===== config.mk =====
export PLATFORM = sky130hd
export DESIGN_NAME = i2c_master
export DESIGN_NICKNAME = d
export VERILOG_FILES = /design/src/rtl/i2c_master.sv
export SDC_FILE = /design/constraint.sdc
export NUM_CORES = 1
export LEC_CHECK = 0
export CAP_MARGIN = 30
export CORE_UTILIZATION = 40
export DETAILED_ROUTE_END_ITERATION = 10
export GPL_TIMING_DRIVEN = 0
export PLACE_DENSITY = 0.75
export SETUP_SLACK_MARGIN = 0.4
export SLEW_MARGIN = 20
export SYNTH_ARGS = -nofsm -noshare
export SYNTH_HDL_FRONTEND = slang
export SYNTH_SLANG_ARGS = --single-unit

===== constraint.sdc =====
create_clock -name clk -period 1.6 [get_ports clk]
set_input_delay 0.32 -clock clk [delete_from_list [all_inputs] [get_ports clk]]
set_output_delay 0.32 -clock clk [all_outputs]
set_load 0.01 [all_outputs]

===== src/rtl/i2c_master.sv =====
// i2c_master: single-byte I2C bus master.
// Runs one START / address+R/W / ACK / data byte / ACK / STOP sequence per
// accepted command and reports the read byte and any slave NACK.
// SDA is open-drain: sda_oe=1 pulls the line low, 0 releases it.
module i2c_master #(
   parameter int CLK_DIV = 4
) (
   input  logic       clk,
   input  logic       rst,
   input  logic       cmd_valid,
   input  logic [6:0] cmd_addr,
   input  logic       cmd_rw,
   input  logic [7:0] cmd_wdata,
   input  logic       sda_in,
   output logic       scl,
   output logic       sda_oe,
   output logic       busy,
   output logic       done,
   output logic       ack_err,
   output logic [7:0] rdata
);

   localparam int QW = (CLK_DIV > 1) ? $clog2(CLK_DIV) : 1;
   localparam logic [QW-1:0] QMAX = QW'(CLK_DIV - 1);

   typedef enum logic [2:0] {
      IDLE, START, ADDR, ADDR_ACK, WDATA, RDATA, DATA_ACK, STOP
   } state_t;

   state_t        r_state, w_next;
   logic [QW-1:0] r_qcnt;
   logic [1:0]    r_q;
   logic [2:0]    r_bit;
   logic [7:0]    r_addrByte;
   logic [7:0]    r_wdata;
   logic [7:0]    r_shift;
   logic          r_samp;
   logic          r_done;
   logic          r_ackErr;
   logic [7:0]    r_rdata;
   logic          w_accept;
   logic          w_tick;
   logic          w_sample;
   logic          w_bitEnd;
   logic          w_lastBit;
   logic          w_rw;

   // Each bit period is four ticks; SDA is sampled on entry to q2 and the
   // state moves on at the q3 tick.
   assign w_accept  = cmd_valid && (r_state == IDLE);
   assign w_tick    = (r_state != IDLE) && (r_qcnt == QMAX);
   assign w_sample  = w_tick && (r_q == 2'd1);
   assign w_bitEnd  = w_tick && (r_q == 2'd3);
   assign w_lastBit = (r_bit == 3'd0);
   assign w_rw      = r_addrByte[0];

   assign busy    = (r_state != IDLE);
   assign done    = r_done;
   assign ack_err = r_ackErr;
   assign rdata   = r_rdata;

   // State register
   always_ff @(posedge clk or posedge rst) begin
      if (rst) r_state <= IDLE;
      else     r_state <= w_next;
   end

   // Next-state logic: every state ends on a bit-period boundary
   always_comb begin
      w_next = r_state;
      case (r_state)
         IDLE:     if (w_accept) w_next = START;
         START:    if (w_bitEnd) w_next = ADDR;
         ADDR:     if (w_bitEnd && w_lastBit) w_next = ADDR_ACK;
         ADDR_ACK: if (w_bitEnd) begin
                      if (r_samp)    w_next = STOP;
                      else if (w_rw) w_next = RDATA;
                      else           w_next = WDATA;
                   end
         WDATA:    if (w_bitEnd && w_lastBit) w_next = DATA_ACK;
         RDATA:    if (w_bitEnd && w_lastBit) w_next = DATA_ACK;
         DATA_ACK: if (w_bitEnd) w_next = STOP;
         STOP:     if (w_bitEnd) w_next = IDLE;
         default:  w_next = IDLE;
      endcase
   end

   // Bus line drive decoded from state, quarter phase and bit index
   always_comb begin
      scl    = 1'b1;
      sda_oe = 1'b0;
      case (r_state)
         START: begin
            scl    = (r_q != 2'd3);
            sda_oe = r_q[1];
         end
         ADDR: begin
            scl    = r_q[1];
            sda_oe = ~r_addrByte[r_bit];
         end
         WDATA: begin
            scl    = r_q[1];
            sda_oe = ~r_wdata[r_bit];
         end
         ADDR_ACK, RDATA, DATA_ACK: begin
            scl    = r_q[1];
            sda_oe = 1'b0;
         end
         STOP: begin
            scl    = (r_q != 2'd0);
            sda_oe = ~r_q[1];
         end
         default: begin
            scl    = 1'b1;
            sda_oe = 1'b0;
         end
      endcase
   end

   // Quarter, phase and bit counters; idle between transactions
   always_ff @(posedge clk or posedge rst) begin
      if (rst) begin
         r_qcnt <= '0;
         r_q    <= 2'd0;
         r_bit  <= 3'd0;
      end else if (w_accept) begin
         r_qcnt <= '0;
         r_q    <= 2'd0;
         r_bit  <= 3'd7;
      end else if (r_state != IDLE) begin
         if (w_tick) begin
            r_qcnt <= '0;
            r_q    <= r_q + 2'd1;
         end else begin
            r_qcnt <= r_qcnt + QW'(1);
         end
         if (w_bitEnd && ((r_state == ADDR) || (r_state == WDATA) || (r_state == RDATA)))
            r_bit <= w_lastBit ? 3'd7 : (r_bit - 3'd1);
      end
   end

   // Command capture, SDA sampling, ACK error tracking and completion
   always_ff @(posedge clk or posedge rst) begin
      if (rst) begin
         r_addrByte <= 8'h00;
         r_wdata    <= 8'h00;
         r_shift    <= 8'h00;
         r_samp     <= 1'b0;
         r_done     <= 1'b0;
         r_ackErr   <= 1'b0;
         r_rdata    <= 8'h00;
      end else begin
         r_done <= (r_state == STOP) && w_bitEnd;
         if (w_accept) begin
            r_addrByte <= {cmd_addr, cmd_rw};
            r_wdata    <= cmd_wdata;
            r_ackErr   <= 1'b0;
         end
         if (w_sample) begin
            r_samp <= sda_in;
            if (r_state == RDATA) r_shift <= {r_shift[6:0], sda_in};
         end
         if (w_bitEnd && (r_state == ADDR_ACK) && r_samp) r_ackErr <= 1'b1;
         if (w_bitEnd && (r_state == DATA_ACK) && !w_rw && r_samp) r_ackErr <= 1'b1;
         if (w_bitEnd && (r_state == STOP) && w_rw) r_rdata <= r_shift;
      end
   end

endmodule


Yosys cells after proc, flatten, opt, wreduce, memory -nomap -nowiden. Cells that the tools add are included.

Bitwise operators: 3. $mul: 0. Reductions and logical operators: 30. Multiplexer cells: 29. Div/mod/pow operators: 0. Shifts and indexed selects: 0. Add/subtract/negate cells: 3. Eq/ne operators: 18. $lt $le $gt $ge: 1.

Operators with widths (number): two-way mux 3 bit (11); one-hot mux 3 bit (7 select lines) (1); two-way mux 2 bit (7); != test 2 bit (second input constant) (7); logical AND 1 bit (13); equality test 3 bit (second input constant) (4); nonzero test 2 bit (4); AND reduction 7 bit (1); binary-select mux 1 bit (select 3 bit) (2); equality test 3 x 2 -> 1 bit (second input constant) (2); zero test 3 bit (2); two-way mux 1 bit (6); AND reduction 2 bit (3); nonzero test 3 bit (2); OR reduction 5 bit (1); adder 2 x 1 -> 2 bit (second input constant) (2); equality test 2 bit (second input constant) (2); less-than comparator 3 x 4 -> 1 bit (second input constant) (1); one-hot mux 1 bit (4 select lines) (1); equality test 3 x 1 -> 1 bit (second input constant) (1); NOT 1 bit (3); one-hot mux 1 bit (3 select lines) (1); subtractor 3 x 1 -> 3 bit (second input constant) (1); equality test 2 x 1 -> 1 bit (second input constant) (1); 4 further kinds (5).

Memory bits (read-only): 0. Register bits: 45. Bits in latches: 0. Memories: 0. Input port bits: 20. Bits in writable memories: 0. Logic and storage cells: 95. Output and inout port bits: 13.

Longest topological paths before layout. Gate-level depths: netlist (run 1).

Depth in word-level cells: 7. Gate-level depth with buffers: 7. Gate-level depth less buffers: 6.

Least setup slack after synthesis (run 1). OpenSTA, ideal clock, no wires.

Kind: flip-flop to output port. Start: register r_bit[1]. End: output sda_oe. Stages on the path, launching flop included: 5. Arrival: 1322 ps. Buffers on the path: 0. Data required time: 1280 ps. Path slack: -42 ps. Path through: dfrtp_1 -> mux4_2 -> mux2i_1 -> a21oi_1 -> a21oi_1.

Longest elaborated chain between the ends: 4. Elaborated cells on any way between the ends: 7. Those cells by class: 5 x mux; 2 x bitwise.

Ends and longest elaborated chain: start, declared (RTL line 33) `logic [2:0] r_bit;`; start signal, assigned (RTL line 138) `r_bit <= w_lastBit ? 3'd7 : (r_bit - 3'd1);`; binary-select mux 1 bit (select 3 bit), on equally long branches (RTL line 103, 99); two-way mux 1 bit, on equally long branches (RTL line 103, 99); NOT 1 bit, on equally long branches (RTL line 103, 99); one-hot mux 1 bit (4 select lines) (*) (RTL line 92) `case (r_state)`; end, declared (RTL line 16) `output logic sda_oe,`.

Mark *: on every way between the ends. The rest lies on a longest branch, timed or not. The select of a mux whose other input is x is not followed.

Worst setup path in the final report (run 1). Same ends and word-level chain as after synthesis.

==> impl_metrics.csv, run 1 <==
group,metric,value,unit
power_and_ir_drop,p_switching,1.91,mW
global_routing,grt_pass1_wl,8320,microns
floorplan,die_w,77.8,microns
timing,max_slew.worst_pin.slew,0.547,ns
setup_path,r2r-start,"r_state[1]",
route,ant_nets,0,
synth,ys_types,43,
clock_tree,cts_root_buf,"clkbuf_8",
timing,finalHoldViolations,0,
synth,postSynth.asyncResetShare,100,%
setup_path,r2r_setup_slack,-0.03,ns
power_and_ir_drop,powerDensity,1580,nW/um^2
synth,synth_area,2300,sq um
power_and_ir_drop,p_clk_share,12.9,%
cells_and_area,fill_cells,402,
run_status,outcome,"finished, violations left",
timing,fin_setup_tns,-0.959,ns
clock_tree,path_clk_slew,0.09,ns
setup_path,ff2ff_path_depth,7,
floorplan,num_io_pins,33,
synth,ys_seq_area_share,49.0,%
timing,setup-violations-final,28,
setup_path,crit_type,"reg2out",
cells_and_area,multi_input_area,1330,sq um
route,wl,5290,microns
setup_path,start_kind,"flop",
power_and_ir_drop,internal_power,3.38,mW
timing,fin_crit_sh,129,%
timing,rsz0062_at_grt,"true",
place,pre_cts_ws,-0.620,ns
clock_tree,numCtsBuffers,5,
setup_path,cp.arrival,1.75,ns
cells_and_area,register_area,1130,sq um
cells_and_area,final_common_cell,"dfrtp_1",
synth,ys_seq_elements,45,
cells_and_area,diodes,0,
hold_path,hp-class,"in2async",
setup_path,crit_slowest_cell,"mux4_2",
global_routing,antenna_found_initial,0,
timing,maxSlewHeadroom,63.4,%
floorplan,dieArea,6050,sq um
setup_path,cp_max_fo,3,
power_and_ir_drop,p_comb_share,54.2,%
setup_path,path_cells,"mux4_2 > mux2i_1 > a21oi_1 > a21oi_2 > buf_2",
cells_and_area,area_delta_synth_final,46.0,%
floorplan,initial_core_util,41.7,%
route,drc_errors,0,
setup_path,r2r_end,"r_state[1]",
route,vias_per_cell,5.26,
timing,clock_skew,0.0129,ns
setup_path,endpoint_kind,"primary output",
global_routing,grt_max_degree,24,
cells_and_area,final_layout_size_suffix_gt1_share,55.9,%
cells_and_area,final_cells,328,
timing,fmax,0.484,GHz
clock_tree,cts.sinks,45,
place,gp_congestion,0.896,
route,drt_iter0_drc,103,
clock_tree,ctsHoldBuffers,0,
route,routedWlPerCell,16.1,microns
timing,drv_slew,0,
route,via_count,1726,
setup_path,cpPeakStageDelay,0.50,ns
synth,yosys_warnings,0,
clock_tree,cts-htree-levels,2,
floorplan,die_h,77.8,microns
setup_path,required,1.28,ns
cells_and_area,layout_common_cells,"38 x dfrtp_1, 19 x clkdlybuf4s50_1, 18 x mux2_4",
clock_tree,clock_latency,0.30,ns
synth,syn_nets,213,
timing,period_needed,2.07,ns
timing,fin_ws,-0.465,ns
place,post-place-cells,289,
synth,syn_avg_cell_area,12.5,sq um
clock_tree,clock_path_buffers,2,
cells_and_area,final_nets,284,
power_and_ir_drop,max-vdd-ir-drop,719,uV
place,placement.io_buffers,32,
power_and_ir_drop,p_seq_share,32.9,%
place,hpwl,3020,microns
power_and_ir_drop,netSwitchingFraction,36.1,%
clock_tree,tritoncts,"built",
global_routing,grt.overflow.total,0,
synth,ys.flop_type,"dfrtp_1",
run_status,violations,"setup timing",
power_and_ir_drop,total_power,5.29,mW
floorplan,coreArea,5510,sq um
global_routing,grt_pass1_vias,1725,
flow_run,cap_violations,0,
synth,synthCells,184,
floorplan,rows,27,
timing,fin_hold_ws,0.410,ns
global_routing,grt_use_total,17.7,%
synth,synth-edff-count,0,
route,dr.pass1.iters,4,
power_and_ir_drop,p_leak,1.57,nW
[worst max-delay path by stage]
stage / startpoint / to / cells past startpoint / slack (ns)
2_1_floorplan: r_bit[1] / sda_oe / 4 / 0.008
5_1_grt: r_bit[1] / sda_oe / 5 / -0.56
3_3_place_gp: r_bit[1] / sda_oe / 5 / -0.63
3_5_place_dp: r_bit[1] / sda_oe / 5 / -0.62
4_1_cts: r_bit[1] / sda_oe / 5 / -0.47
6_report: r_bit[1] / sda_oe / 5 / -0.47
[power groups by stage]
stage,Combinational [mW],Clock (mW),Sequential (mW)
global route,3.05,0.747,1.79
finish,2.87,0.682,1.74
detailed placement,1.93,0,1.82
global placement,1.89,0,1.80
floorplan,1.51,0,1.73
CTS,2.53,0.701,1.73
[routing by layer]
layer	track usage, %	routed length (microns)	vias up
li1	-	-	802
met1	24.6	2330	857
met4	7.92	118	0
met5	0	0	-
met2	27.6	2650	53
met3	2.12	194	14
[worst max-delay path, delay by kind of cell (launching register included)]
family	cells	cell delay (ns)
buffers and inverters	1	0.14
muxes	2	0.68
DFF	1	0.41
AOI/OAI and AO/OA	2	0.21
[Yosys cell counts (2+ instances only)]
cell      instances  area, sq um
mux4_2            4         90.1
inv_1             8         30.0
nor2b_1           2         12.5
a21oi_1           5         25.0
nand3b_1          3         22.5
o21ai_0           8         40.0
nand2b_1          2         12.5
nor2_1            7         26.3
nand4b_1          2         17.5
mux2i_1           3         30.0
nor3_1            2         10.0
ha_1              9          113
nand2_1          14         52.6
buf_6             3         33.8
nand3_1           2         10.0
nor3_4            3         48.8
o31ai_1           2         15.0
a31oi_1           2         12.5
nand2_4           2         22.5
mux2_2           34          383
dfrtp_1          45         1130
[cell families after synthesis]
family | after synthesis | synth area share, %
flip-flops | 45 | 49.0
AO/OA/AOI/OAI | 30 | 8.72
adder cells (fa/ha/maj) | 9 | 4.90
multiplexers | 41 | 21.9
AND/OR/NAND/NOR | 44 | 11.8
buffers and inverters | 15 | 3.65
[through the flow]
stage	utilization (%)	area, sq um
after floorplan	-	2420
final	60.9	3350
after global placement	51.4	2830
after global routing	60.9	3350
after detailed placement	51.9	2860
after CTS	58.6	3230
[sequential cells by signal, indices dropped and copies added, names as in the netlist]
signal      count
r_state         3
ack_err         1
r_shift         8
done            1
r_bit           3
r_q             2
r_wdata         8
rdata           8
r_samp          1
r_addrByte      8
r_qcnt          2
[layout make-up]
type / instances / area share, %
Tap cell: 72 / 2.69
Sequential cell: 45 / 33.8
Buffer: 6 / 2.01
Timing Repair Buffer: 64 / 17.8
Clock inverter: 2 / 0.299
Inverter: 9 / 1.57
Multi-Input combinational cell: 124 / 39.6
Clock buffer: 6 / 2.16
[repair_timing]
item                       in CTS  in global routing
resized for setup              99                 14
buffers inserted               21                  9
pin swaps                      10                 10
setup endpoints to repair      56                 47
cloned                          1                  0
No activity file was read; power rests on OpenSTA's default activity.
==> inputs of run 2 (changes only) <==
--- a/config.mk
+++ b/config.mk
@@ -6,6 +6,7 @@
 export NUM_CORES = 1
 export LEC_CHECK = 0
 export CAP_MARGIN = 30
+export CORE_ASPECT_RATIO = 1.2
 export CORE_UTILIZATION = 40
 export DETAILED_ROUTE_END_ITERATION = 10
 export GPL_TIMING_DRIVEN = 0
==> run 2 against run 1 <==
The run still ends with setup timing left. Clock skew decreased by 0.0046 ns. Die area about the same. Count of clock-buffer cells in the layout decreased by 1. Sequential power is essentially flat. Via count is 0.75% higher. Global-route usage is 0.90 points higher. Critical path depth unchanged. First-iteration DRC count fell by 8.7%. Critical path type unchanged. Highest routed layer unchanged.
==> impl_metrics.csv, run 2 (synthesized netlist as in run 1, its figures left out) <==
group,metric,value,unit
cells_and_area,fill_cells,391,
global_routing,grt.overflow.total,0,
setup_path,required,1.28,ns
floorplan,die_h,85.0,microns
clock_tree,path_clk_slew,0.09,ns
clock_tree,numCtsBuffers,5,
setup_path,r2r_end,"r_q[0]",
clock_tree,clock_path_buffers,2,
cells_and_area,diodes,0,
power_and_ir_drop,internal_power,3.53,mW
place,placement.io_buffers,32,
route,routedWlPerCell,17.2,microns
clock_tree,cts_root_buf,"clkbuf_8",
power_and_ir_drop,p_switching,2.01,mW
cells_and_area,final_nets,291,
floorplan,die_w,71.2,microns
timing,maxSlewHeadroom,62.3,%
setup_path,endpoint_kind,"primary output",
cells_and_area,final_common_cell,"dfrtp_1",
place,gp_congestion,0.881,
power_and_ir_drop,p_clk_share,12.5,%
timing,fmax,0.479,GHz
power_and_ir_drop,total_power,5.54,mW
power_and_ir_drop,max-vdd-ir-drop,827,uV
global_routing,grt_pass1_vias,1721,
setup_path,cpPeakStageDelay,0.51,ns
global_routing,antenna_found_initial,0,
floorplan,coreArea,5410,sq um
clock_tree,cts-htree-levels,2,
setup_path,crit_slowest_cell,"mux4_2",
flow_run,cap_violations,0,
power_and_ir_drop,p_seq_share,31.6,%
cells_and_area,area_delta_synth_final,51.0,%
power_and_ir_drop,netSwitchingFraction,36.3,%
timing,finalHoldViolations,0,
run_status,violations,"setup timing",
route,drt_iter0_drc,94,
floorplan,dieArea,6050,sq um
timing,rsz0062_at_grt,"true",
clock_tree,clock_latency,0.30,ns
route,via_count,1739,
global_routing,grt_use_total,18.6,%
setup_path,path_cells,"mux4_2 > nand2_1 > nand4b_1 > a21oi_2 > buf_2",
hold_path,hp-class,"in2async",
setup_path,cp_max_fo,5,
timing,clock_skew,0.00829,ns
setup_path,r2r_setup_slack,-0.14,ns
run_status,outcome,"finished, violations left",
setup_path,cp.arrival,1.77,ns
cells_and_area,final_layout_size_suffix_gt1_share,57.0,%
place,hpwl,3000,microns
route,vias_per_cell,5.35,
global_routing,grt_pass1_wl,8650,microns
route,wl,5580,microns
power_and_ir_drop,powerDensity,1600,nW/um^2
setup_path,cp_top_family,"multiplexers",
global_routing,grt_max_degree,46,
floorplan,initial_core_util,42.5,%
route,ant_nets,0,
clock_tree,ctsHoldBuffers,0,
power_and_ir_drop,p_comb_share,55.9,%
floorplan,num_io_pins,33,
floorplan,rows,29,
timing,setup-violations-final,26,
clock_tree,cts.sinks,45,
timing,fin_crit_sh,130,%
timing,max_slew.worst_pin.slew,0.564,ns
route,drc_errors,0,
setup_path,start_kind,"flop",
route,dr.pass1.iters,4,
cells_and_area,stdcell_area,3470,sq um
setup_path,critPathBufInv,1,
cells_and_area,layout_common_cells,"38 x dfrtp_1, 22 x mux2_4, 22 x buf_4",
timing,period_needed,2.09,ns
place,post-place-cells,278,
power_and_ir_drop,p_leak,1.63,nW
setup_path,r2r-start,"r_state[0]",
setup_path,ff2ff_path_depth,8,
setup_path,crit_type,"reg2out",
setup_path,startpoint,"r_bit[0]",
clock_tree,tritoncts,"built",
setup_path,worst-path-stages,5,
timing,drv_slew,0,
timing,fin_ws,-0.486,ns
place,dpl-instance-area,2820,sq um
setup_path,endpoint,"sda_oe",
cells_and_area,final_cells,325,
==> run 2: cell types whose count changed in the layout (fill, tap and decap cells not counted), sizes merged <==
cell	before	now
buf	50	57
clkbuf	7	6
clkinvlp	1	2
==> run 2: area by class of cell <==
class / count / area (sq um) / area share (%)
multi-input combinational: 124 / 1360 / 39.2
sequential: 45 / 1130 / 32.7
timing repair buffer: 71 / 672 / 19.4
buffer: 6 / 86.3 / 2.49
tap: 62 / 77.6 / 2.24
clock buffer: 5 / 68.8 / 1.98
inverter: 9 / 50.0 / 1.44
clock inverter: 3 / 17.5 / 0.505
==> run 2: worst min-delay path by stage <==
stage / to / startpoint / slack, ns
6_report: r_q[1] / rst / 0.42
5_1_grt: r_addrByte[2] / rst / 0.47
4_1_cts: r_wdata[4] / r_wdata[4] / 0.51
3_5_place_dp: r_wdata[4] / r_wdata[4] / 0.49
3_3_place_gp: r_qcnt[0] / r_qcnt[0] / 0.48
2_1_floorplan: ack_err / rst / 0.33
==> run 2: timing repair <==
action / CTS / global route
endpoints found under the setup margin: 57 / 48
resized for setup: 107 / 14
pin swaps: 10 / 11
cloned: 1 / 0
buffers inserted: 24 / 13
==> run 2: power groups by stage <==
stage / Clock, mW / Sequential (mW) / Combinational (mW)
2_1_floorplan: 0 / 1.73 / 1.51
3_3_place_gp: 0 / 1.81 / 1.90
3_5_place_dp: 0 / 1.82 / 1.94
4_1_cts: 0.712 / 1.75 / 2.65
5_1_grt: 0.764 / 1.80 / 3.27
6_report: 0.691 / 1.75 / 3.09
==> run 2: metrics by stage <==
step | utilization [%] | setup slack, ns | hold slack [ns] | TNS [ns]
after floorplan | - | 0.00829 | 0.331 | 0
final | 64.1 | -0.486 | 0.423 | -2.93
after global placement | 52.1 | -0.608 | 0.485 | -2.50
after global routing | 64.1 | -0.571 | 0.474 | -4.20
after CTS | 60.7 | -0.471 | 0.507 | -0.726
after detailed placement | 52.1 | -0.622 | 0.488 | -2.52
==> run 2: metal layers <==
metal / global-route usage, % / wire length, microns / up-vias
met5: 0 / 0 / -
met4: 7.45 / 149 / 0
met3: 3.56 / 147 / 11
met2: 30.0 / 2850 / 36
met1: 24.6 / 2440 / 877
li1: - / - / 815
